[config.mk]
export PLATFORM = sky130hd
export DESIGN_NAME = reduce_tree_pipe
export DESIGN_NICKNAME = d
export VERILOG_FILES = /design/src/rtl/reduce_tree_pipe.sv
export SDC_FILE = /design/constraint.sdc
export NUM_CORES = 1
export LEC_CHECK = 0
export ABC_AREA = 1
export BUFFER_PORTS_ARGS = -buffer_cell sky130_fd_sc_hd__buf_2
export CORE_ASPECT_RATIO = 1.2
export CORE_MARGIN = 1
export CORE_UTILIZATION = 25
export DETAILED_ROUTE_END_ITERATION = 8
export PLACE_DENSITY = 0.45
export SYNTH_ARGS = -nofsm -noshare
export SYNTH_HDL_FRONTEND = slang
export SYNTH_SLANG_ARGS = --single-unit
[constraint.sdc]
create_clock -name clk -period 1.4 [get_ports clk]
set_input_delay 0.07 -clock clk [delete_from_list [all_inputs] [get_ports clk]]
set_output_delay 0.07 -clock clk [all_outputs]
set_load 0.01 [all_outputs]
[src/rtl/reduce_tree_pipe.sv]
// rtl/reduce_tree_pipe.sv - pipelined balanced-tree bitwise reduction of NUM_IN lanes with valid/ready
module reduce_tree_pipe #(
  parameter int NUM_IN = 3,
  parameter int DATA_W = 1,
  parameter int CNT_W  = 16
) (
  input  logic                     clk,
  input  logic                     rst_n,
  input  logic                     in_valid,
  output logic                     in_ready,
  input  logic [NUM_IN*DATA_W-1:0] in_data,
  input  logic [1:0]               op,
  output logic                     out_valid,
  input  logic                     out_ready,
  output logic [DATA_W-1:0]        out_data,
  output logic [1:0]               out_op,
  output logic                     busy,
  output logic [CNT_W-1:0]         txn_count
);

  localparam int LEVELS = $clog2(NUM_IN);

  typedef logic [DATA_W-1:0] lane_t;

  // Number of live elements at tree level k (level 0 is the raw lanes).
  function automatic int level_width(input int k);
    int n;
    n = NUM_IN;
    for (int i = 0; i < k; i++) begin
      n = (n + 1) / 2;
    end
    return n;
  endfunction

  function automatic int clamp_lane(input int i);
    return (i < NUM_IN) ? i : NUM_IN - 1;
  endfunction

  // XNOR travels as XOR through the tree; only the final stage inverts.
  function automatic lane_t combine(input lane_t a, input lane_t b, input logic [1:0] o);
    lane_t r;
    case (o)
      2'b00:   r = a & b;
      2'b01:   r = a | b;
      default: r = a ^ b;
    endcase
    return r;
  endfunction

  lane_t            node    [LEVELS][NUM_IN];
  logic [1:0]       op_src  [LEVELS];
  logic [LEVELS-1:0] vld_src;

  lane_t            stage_q [1:LEVELS][NUM_IN];
  lane_t            stage_d [1:LEVELS][NUM_IN];
  logic [1:0]       op_q    [1:LEVELS];
  logic [1:0]       op_d    [1:LEVELS];
  logic [LEVELS:1]  v_q;
  logic [LEVELS:1]  v_d;
  logic [LEVELS:1]  rdy;
  logic [CNT_W-1:0] txn_count_q;
  logic [CNT_W-1:0] txn_count_d;

  always_comb begin
    rdy = '0;
    rdy[LEVELS] = !v_q[LEVELS] || out_ready;
    for (int s = LEVELS - 1; s >= 1; s--) begin
      rdy[s] = !v_q[s] || rdy[s+1];
    end
  end

  assign in_ready = rdy[1];

  // Source operands feeding stage s+1: the input port for s=0, else stage s registers.
  always_comb begin
    vld_src = '0;
    for (int j = 0; j < NUM_IN; j++) begin
      node[0][j] = in_data[j*DATA_W +: DATA_W];
    end
    op_src[0]  = op;
    vld_src[0] = in_valid && in_ready;
    for (int s = 1; s < LEVELS; s++) begin
      for (int j = 0; j < NUM_IN; j++) begin
        node[s][j] = stage_q[s][j];
      end
      op_src[s]  = op_q[s];
      vld_src[s] = v_q[s];
    end
  end

  always_comb begin
    int n_prev;
    n_prev = 0;
    v_d    = v_q;
    for (int s = 1; s <= LEVELS; s++) begin
      op_d[s] = op_q[s];
      for (int j = 0; j < NUM_IN; j++) begin
        stage_d[s][j] = stage_q[s][j];
      end
    end

    for (int s = 1; s <= LEVELS; s++) begin
      if (rdy[s]) begin
        v_d[s]  = vld_src[s-1];
        op_d[s] = op_src[s-1];
        n_prev  = level_width(s - 1);
        for (int j = 0; j < NUM_IN; j++) begin
          if (2*j + 1 < n_prev) begin
            stage_d[s][j] = combine(node[s-1][clamp_lane(2*j)],
                                    node[s-1][clamp_lane(2*j + 1)], op_src[s-1]);
          end else if (2*j < n_prev) begin
            stage_d[s][j] = node[s-1][clamp_lane(2*j)];
          end else begin
            stage_d[s][j] = '0;
          end
        end
        if (s == LEVELS && op_src[s-1] == 2'b11) begin
          stage_d[s][0] = ~stage_d[s][0];
        end
      end
    end
  end

  always_comb begin
    txn_count_d = txn_count_q;
    if (out_valid && out_ready) begin
      txn_count_d = txn_count_q + {{(CNT_W-1){1'b0}}, 1'b1};
    end
  end

  always_ff @(posedge clk or negedge rst_n) begin
    if (!rst_n) begin
      v_q         <= '0;
      txn_count_q <= '0;
      for (int s = 1; s <= LEVELS; s++) begin
        op_q[s] <= '0;
        for (int j = 0; j < NUM_IN; j++) begin
          stage_q[s][j] <= '0;
        end
      end
    end else begin
      v_q         <= v_d;
      txn_count_q <= txn_count_d;
      op_q        <= op_d;
      stage_q     <= stage_d;
    end
  end

  assign out_valid = v_q[LEVELS];
  assign out_data  = stage_q[LEVELS][0];
  assign out_op    = op_q[LEVELS];
  assign busy      = |v_q;
  assign txn_count = txn_count_q;

endmodule
== Word-level counts from Yosys, hierarchy flattened ==
Index checks and enable logic that the tools add are counted.
W data, S select, Z words.

* Register bits after elaboration: 25
* Input port bits: 9
* Output and inout bits: 22

* $add $sub $neg: 1
* Equal/unequal tests: 3
* Mux-type cells: 4
* Bitwise gates (word level): 7
* Reductions and logical operators: 9

{| class="wikitable"
|+ Operators by type and width
! cell !! number
|-
| $add A16 B1 Y16 const B || 1
|-
| $eq A2 B1 Y1 const B || 2
|-
| $logic_not A2 Y1 || 2
|-
| $pmux W1 S2 || 2
|-
| $and A1 B1 Y1 || 2
|-
| $eq A2 B2 Y1 const B || 1
|-
| $logic_and A1 B1 Y1 || 2
|-
| $logic_not A1 Y1 || 2
|-
| $logic_or A1 B1 Y1 || 2
|-
| $mux W1 || 2
|-
| $or A1 B1 Y1 || 2
|-
| $reduce_or A2 Y1 || 1
|-
| $xor A1 B1 Y1 || 2
|-
| $not A1 Y1 || 1
|}

== Depth between registers and ports, before layout ==
* Depth after elaboration: 5
* Mapped depth: 9
* Mapped depth without buffers: 9

== Worst setup path before layout ==
Ideal clock, no wire load.

* Kind: register to register
* From: register txn_count_q[0], in the netlist txn_count[0]
* To: register txn_count_q[10], in the netlist txn_count[10]
* Setup time: 0.122 ns
* Arrival time: 1.170 ns
* Required time: 1.278 ns
* Setup slack: 0.108 ns
* Stages on the path, launching flop included: 8
* Buffers on the path: 0
* Cells stage by stage: dfrtp_1 -> ha_1 -> inv_1 -> nor2_4 -> nand2_4 -> nor2_8 -> nand2_1 -> xor2_1

* Cells in the longest elaborated chain, start to end: 1

{| class="wikitable"
|+ Ends and longest elaborated chain
! element !! RTL line !! RTL
|-
| start: declaration || 61 || <nowiki>logic [CNT_W-1:0] txn_count_q;</nowiki>
|-
| start signal: assignment || 143 || <nowiki>txn_count_q <= txn_count_d;</nowiki>
|-
| $add A16 B1 Y16 || 127 || <nowiki>txn_count_d = txn_count_q + {{(CNT_W-1){1'b0}}, 1'b1};</nowiki>
|}

Every way passes these cells.
A chain may end at the register's enable or synchronous reset.

== Worst setup path after layout ==
Same ends and word-level chain as after synthesis.

==> impl_metrics.prom <==
# TYPE chip_impl_metric gauge
chip_impl_info{name="outcome",value="complete, no violations"} 1
chip_impl_metric{name="drt-initial-drc-count",unit=""} 27
chip_impl_info{name="rsz0062_at_grt",value="false"} 1
chip_impl_metric{name="routed_via_density",unit=""} 4.158
chip_impl_metric{name="pin_count_of_the_biggest_net_entering_global_routing",unit=""} 26
chip_impl_metric{name="timing.final.max_slew_violations",unit=""} 0
chip_impl_metric{name="timing.max_cap.violations",unit=""} 0
chip_impl_metric{name="ys_seq_area_frac",unit=""} 0.4946
chip_impl_metric{name="final_global_route_overflow_total",unit=""} 0
chip_impl_metric{name="dr.pass1.iters",unit=""} 6
chip_impl_metric{name="layout.nets",unit=""} 189
chip_impl_metric{name="antenna_violations_before_repair",unit=""} 0
chip_impl_metric{name="first_global_vias",unit=""} 1022
chip_impl_metric{name="cts-buffers-inserted",unit=""} 3
chip_impl_metric{name="finalSetupTns",unit="ns"} 0
chip_impl_metric{name="finalSetupViolations",unit=""} 0
chip_impl_metric{name="report.final.hold_viol_count",unit=""} 0
chip_impl_metric{name="synth_top_area_frac",unit=""} 0.4946
chip_impl_metric{name="syn-instance-count",unit=""} 136
chip_impl_metric{name="global_route_wire_length_before_repair",unit="um"} 4471
chip_impl_metric{name="timing.critical_path.fanout_max",unit=""} 6
chip_impl_metric{name="synth-seq-cells",unit=""} 25
chip_impl_metric{name="dp_slack",unit="ns"} 0.09428
chip_impl_metric{name="clk_transition_reported_paths",unit="ns"} 0.09
chip_impl_metric{name="antennaDiodeCount",unit=""} 0
chip_impl_metric{name="layout_min_cycle_time",unit="ns"} 1.280
chip_impl_metric{name="die_height",unit="um"} 79.92
chip_impl_metric{name="die_area",unit="um^2"} 5349
chip_impl_metric{name="drive_gt1_frac",unit=""} 0.2989
chip_impl_metric{name="rows",unit=""} 28
chip_impl_metric{name="min_period_over_period",unit=""} 0.9146
chip_impl_metric{name="worst_ep_required_time",unit="ns"} 1.55
chip_impl_metric{name="fp.dieW",unit="um"} 66.94
chip_impl_metric{name="power_per_cell_area",unit="nW/um^2"} 1190
chip_impl_metric{name="worst_skew_pair.late_latency",unit="ns"} 0.26
chip_impl_metric{name="core_region_area",unit="um^2"} 4905
chip_impl_metric{name="slew_headroom",unit=""} 0.6155
chip_impl_metric{name="drc_errors",unit=""} 0
chip_impl_metric{name="routed_wirelength",unit="um"} 2535
chip_impl_metric{name="ir_drop",unit="uV"} 346.0
chip_impl_metric{name="ctsLongestPathBuffers",unit=""} 2
chip_impl_metric{name="critical_path_arrival",unit="ns"} 1.43
chip_impl_metric{name="h_tree_depth_reported_by_cts",unit=""} 1
chip_impl_info{name="clk_root_buffer_cell",value="sky130_fd_sc_hd__clkbuf_8"} 1
chip_impl_metric{name="synth_nets",unit=""} 150
chip_impl_metric{name="fmax",unit="GHz"} 0.7810
chip_impl_metric{name="post_synth_instance_area",unit="um^2"} 1265
chip_impl_info{name="synth_most_common_cell",value="sky130_fd_sc_hd__nand2_1"} 1
chip_impl_metric{name="worstMarginPinSlew",unit="ns"} 0.5768
chip_impl_info{name="yosys.area.top_type",value="sky130_fd_sc_hd__dfrtp_1"} 1
chip_impl_info{name="critPathKind",value="register to register"} 1
chip_impl_info{name="synth.top_cells.by_count",value="sky130_fd_sc_hd__nand2_1, sky130_fd_sc_hd__dfrtp_1, sky130_fd_sc_hd__inv_1, sky130_fd_sc_hd__nor2_1"} 1
chip_impl_metric{name="antenna_violating_nets_post_route",unit=""} 0
chip_impl_metric{name="netlist-cell-type-count",unit=""} 23
chip_impl_info{name="postSynth.topFlopCell",value="sky130_fd_sc_hd__dfrtp_1"} 1
chip_impl_metric{name="grtUsageTotal",unit=""} 0.1092
chip_impl_info{name="synthTopCellsByArea",value="sky130_fd_sc_hd__dfrtp_1, sky130_fd_sc_hd__nand2_1, sky130_fd_sc_hd__inv_1"} 1
chip_impl_metric{name="power.leakage",unit="uW"} 0.0008351
chip_impl_metric{name="hold_ws",unit="ns"} 0.03837
chip_impl_metric{name="reg2regPathDepth",unit=""} 7
chip_impl_metric{name="area_delta_synth_final",unit="%"} 24.43
chip_impl_metric{name="fin_area",unit="um^2"} 1574
chip_impl_metric{name="skew",unit="ns"} 0.004532
chip_impl_metric{name="hpwl",unit="um"} 1962
chip_impl_metric{name="count_of_warnings_emitted_by_yosys",unit=""} 0
chip_impl_metric{name="numClockSinks",unit=""} 25
chip_impl_metric{name="final_critical_path_setup_slack",unit="ns"} 0.1195
chip_impl_metric{name="async_reset_ff_frac",unit=""} 1.000
chip_impl_info{name="worstHoldPathType",value="primary input to register"} 1
chip_impl_metric{name="finalWeightedCongestion",unit=""} 0.7431
chip_impl_metric{name="initial_core_util",unit=""} 0.2579
chip_impl_metric{name="synth-edff-count",unit=""} 0
chip_impl_info{name="critPathCaptureType",value="register"} 1
chip_impl_metric{name="post_dp_cell_area",unit="um^2"} 1483
chip_impl_metric{name="synthesis.area_per_instance",unit="um^2"} 9.301
chip_impl_metric{name="routed-via-count",unit=""} 973
chip_impl_metric{name="holdPathStages",unit=""} 3
chip_impl_metric{name="port_buffers",unit=""} 30
chip_impl_metric{name="pin_count",unit=""} 31
chip_impl_info{name="critPathLaunchType",value="register"} 1
chip_impl_metric{name="post_drt_wl_per_cell",unit="um"} 10.83
chip_impl_info{name="tritoncts_clock_tree",value="built"} 1
## cells by family (layout without fill, tap and decap cells)
kind of cell	Yosys count	count (layout)	share of synthesized area
simple gates	58	58	0.2433
fa+ha+maj	5	5	0.04946
mux	1	1	0.008901
flops	25	25	0.4946
buf+inv	22	60	0.07121
xor+xnor	11	11	0.07617
compound gates	14	14	0.05638
## repair_timing
item                                   CTS  global route
hold buffers                             3             0
buffers inserted                         0             2
endpoints found under the hold margin   27             0
setup endpoints to repair                0             3
gates resized for setup                  0             1
## per-stage QoR
| stage | power, uW | util | cells |
|---|---|---|---|
| after detailed placement | 1436 | 0.3023 | 225 |
| final | 1874 | 0.3209 | 234 |
| after global routing | 2022 | 0.3209 | 234 |
| after floorplan | 1242 | - | 136 |
| after CTS | 1889 | 0.3176 | 232 |
| after global placement | 1416 | 0.3023 | 225 |
## final cells by class
class,instances,area (um^2)
Sequential cell,25,626.9
Clock buffer,4,45.04
Inverter,20,75.07
Tap cell,60,75.07
Timing Repair Buffer,36,202.7
Multi-Input combinational cell,89,549.3
Fill cell,535,3331
## critical path, cell delays in order, from the launching register on
cell and delay (ns):
sky130_fd_sc_hd__dfrtp_1 0.40, sky130_fd_sc_hd__ha_1 0.15, sky130_fd_sc_hd__inv_1 0.06, sky130_fd_sc_hd__nor2_4 0.12
sky130_fd_sc_hd__nand2_4 0.09, sky130_fd_sc_hd__nor2_8 0.12, sky130_fd_sc_hd__nand2_1 0.08, sky130_fd_sc_hd__xor2_1 0.14
## cells in the final DEF, fill, tap and decap left out, drive strengths merged
master	n
ha	5
nand3	4
clkbuf	4
mux2	1
nor3	3
a31oi	1
nand4	2
xnor2	3
dlygate4sd3	3
xor2	8
nor2	15
a21oi	5
or2	2
o21ai	8
buf	33
inv	20
nand2	32
dfrtp	25
## sequential cells by signal (all words and copies together) (netlist names)
register and cells:
txn_count 16, node 2, op_q 2, out_op 2, v_q 2, out_data 1
## metal layers
layer  track usage  up-vias  wire length [um]
met1        0.1272      457              1123
met3       0.02000        2               105
li1              -      493                 -
met4       0.03830        0                17
met5             0        -                 0
met2        0.1949       21              1288
## power by group
| group | switching (uW) | total, uW | internal [uW] |
|---|---|---|---|
| clock | 227 | 430 | 203 |
| sequential | 113 | 950 | 837 |
| combinational | 274 | 493 | 219 |
| total | 614 | 1870 | 1260 |
## worst paths after layout
path                                                   to                 startpoint  slack [ns]
worst min register to register  txn_count[15]$_DFFE_PN0P_  txn_count[15]$_DFFE_PN0P_        0.47
worst min-delay path                  op_q[3]$_DFFE_PN0P_                      op[1]        0.04
worst max-delay path            txn_count[10]$_DFFE_PN0P_   txn_count[0]$_DFFE_PN0P_        0.12
max in group asynchronous              v_q[2]$_DFFE_PN0P_                      rst_n        0.66
worst max register to register  txn_count[10]$_DFFE_PN0P_   txn_count[0]$_DFFE_PN0P_        0.12
min in group asynchronous        txn_count[5]$_DFFE_PN0P_                      rst_n        0.32
Note: power is estimated with default switching activity, not from simulation.
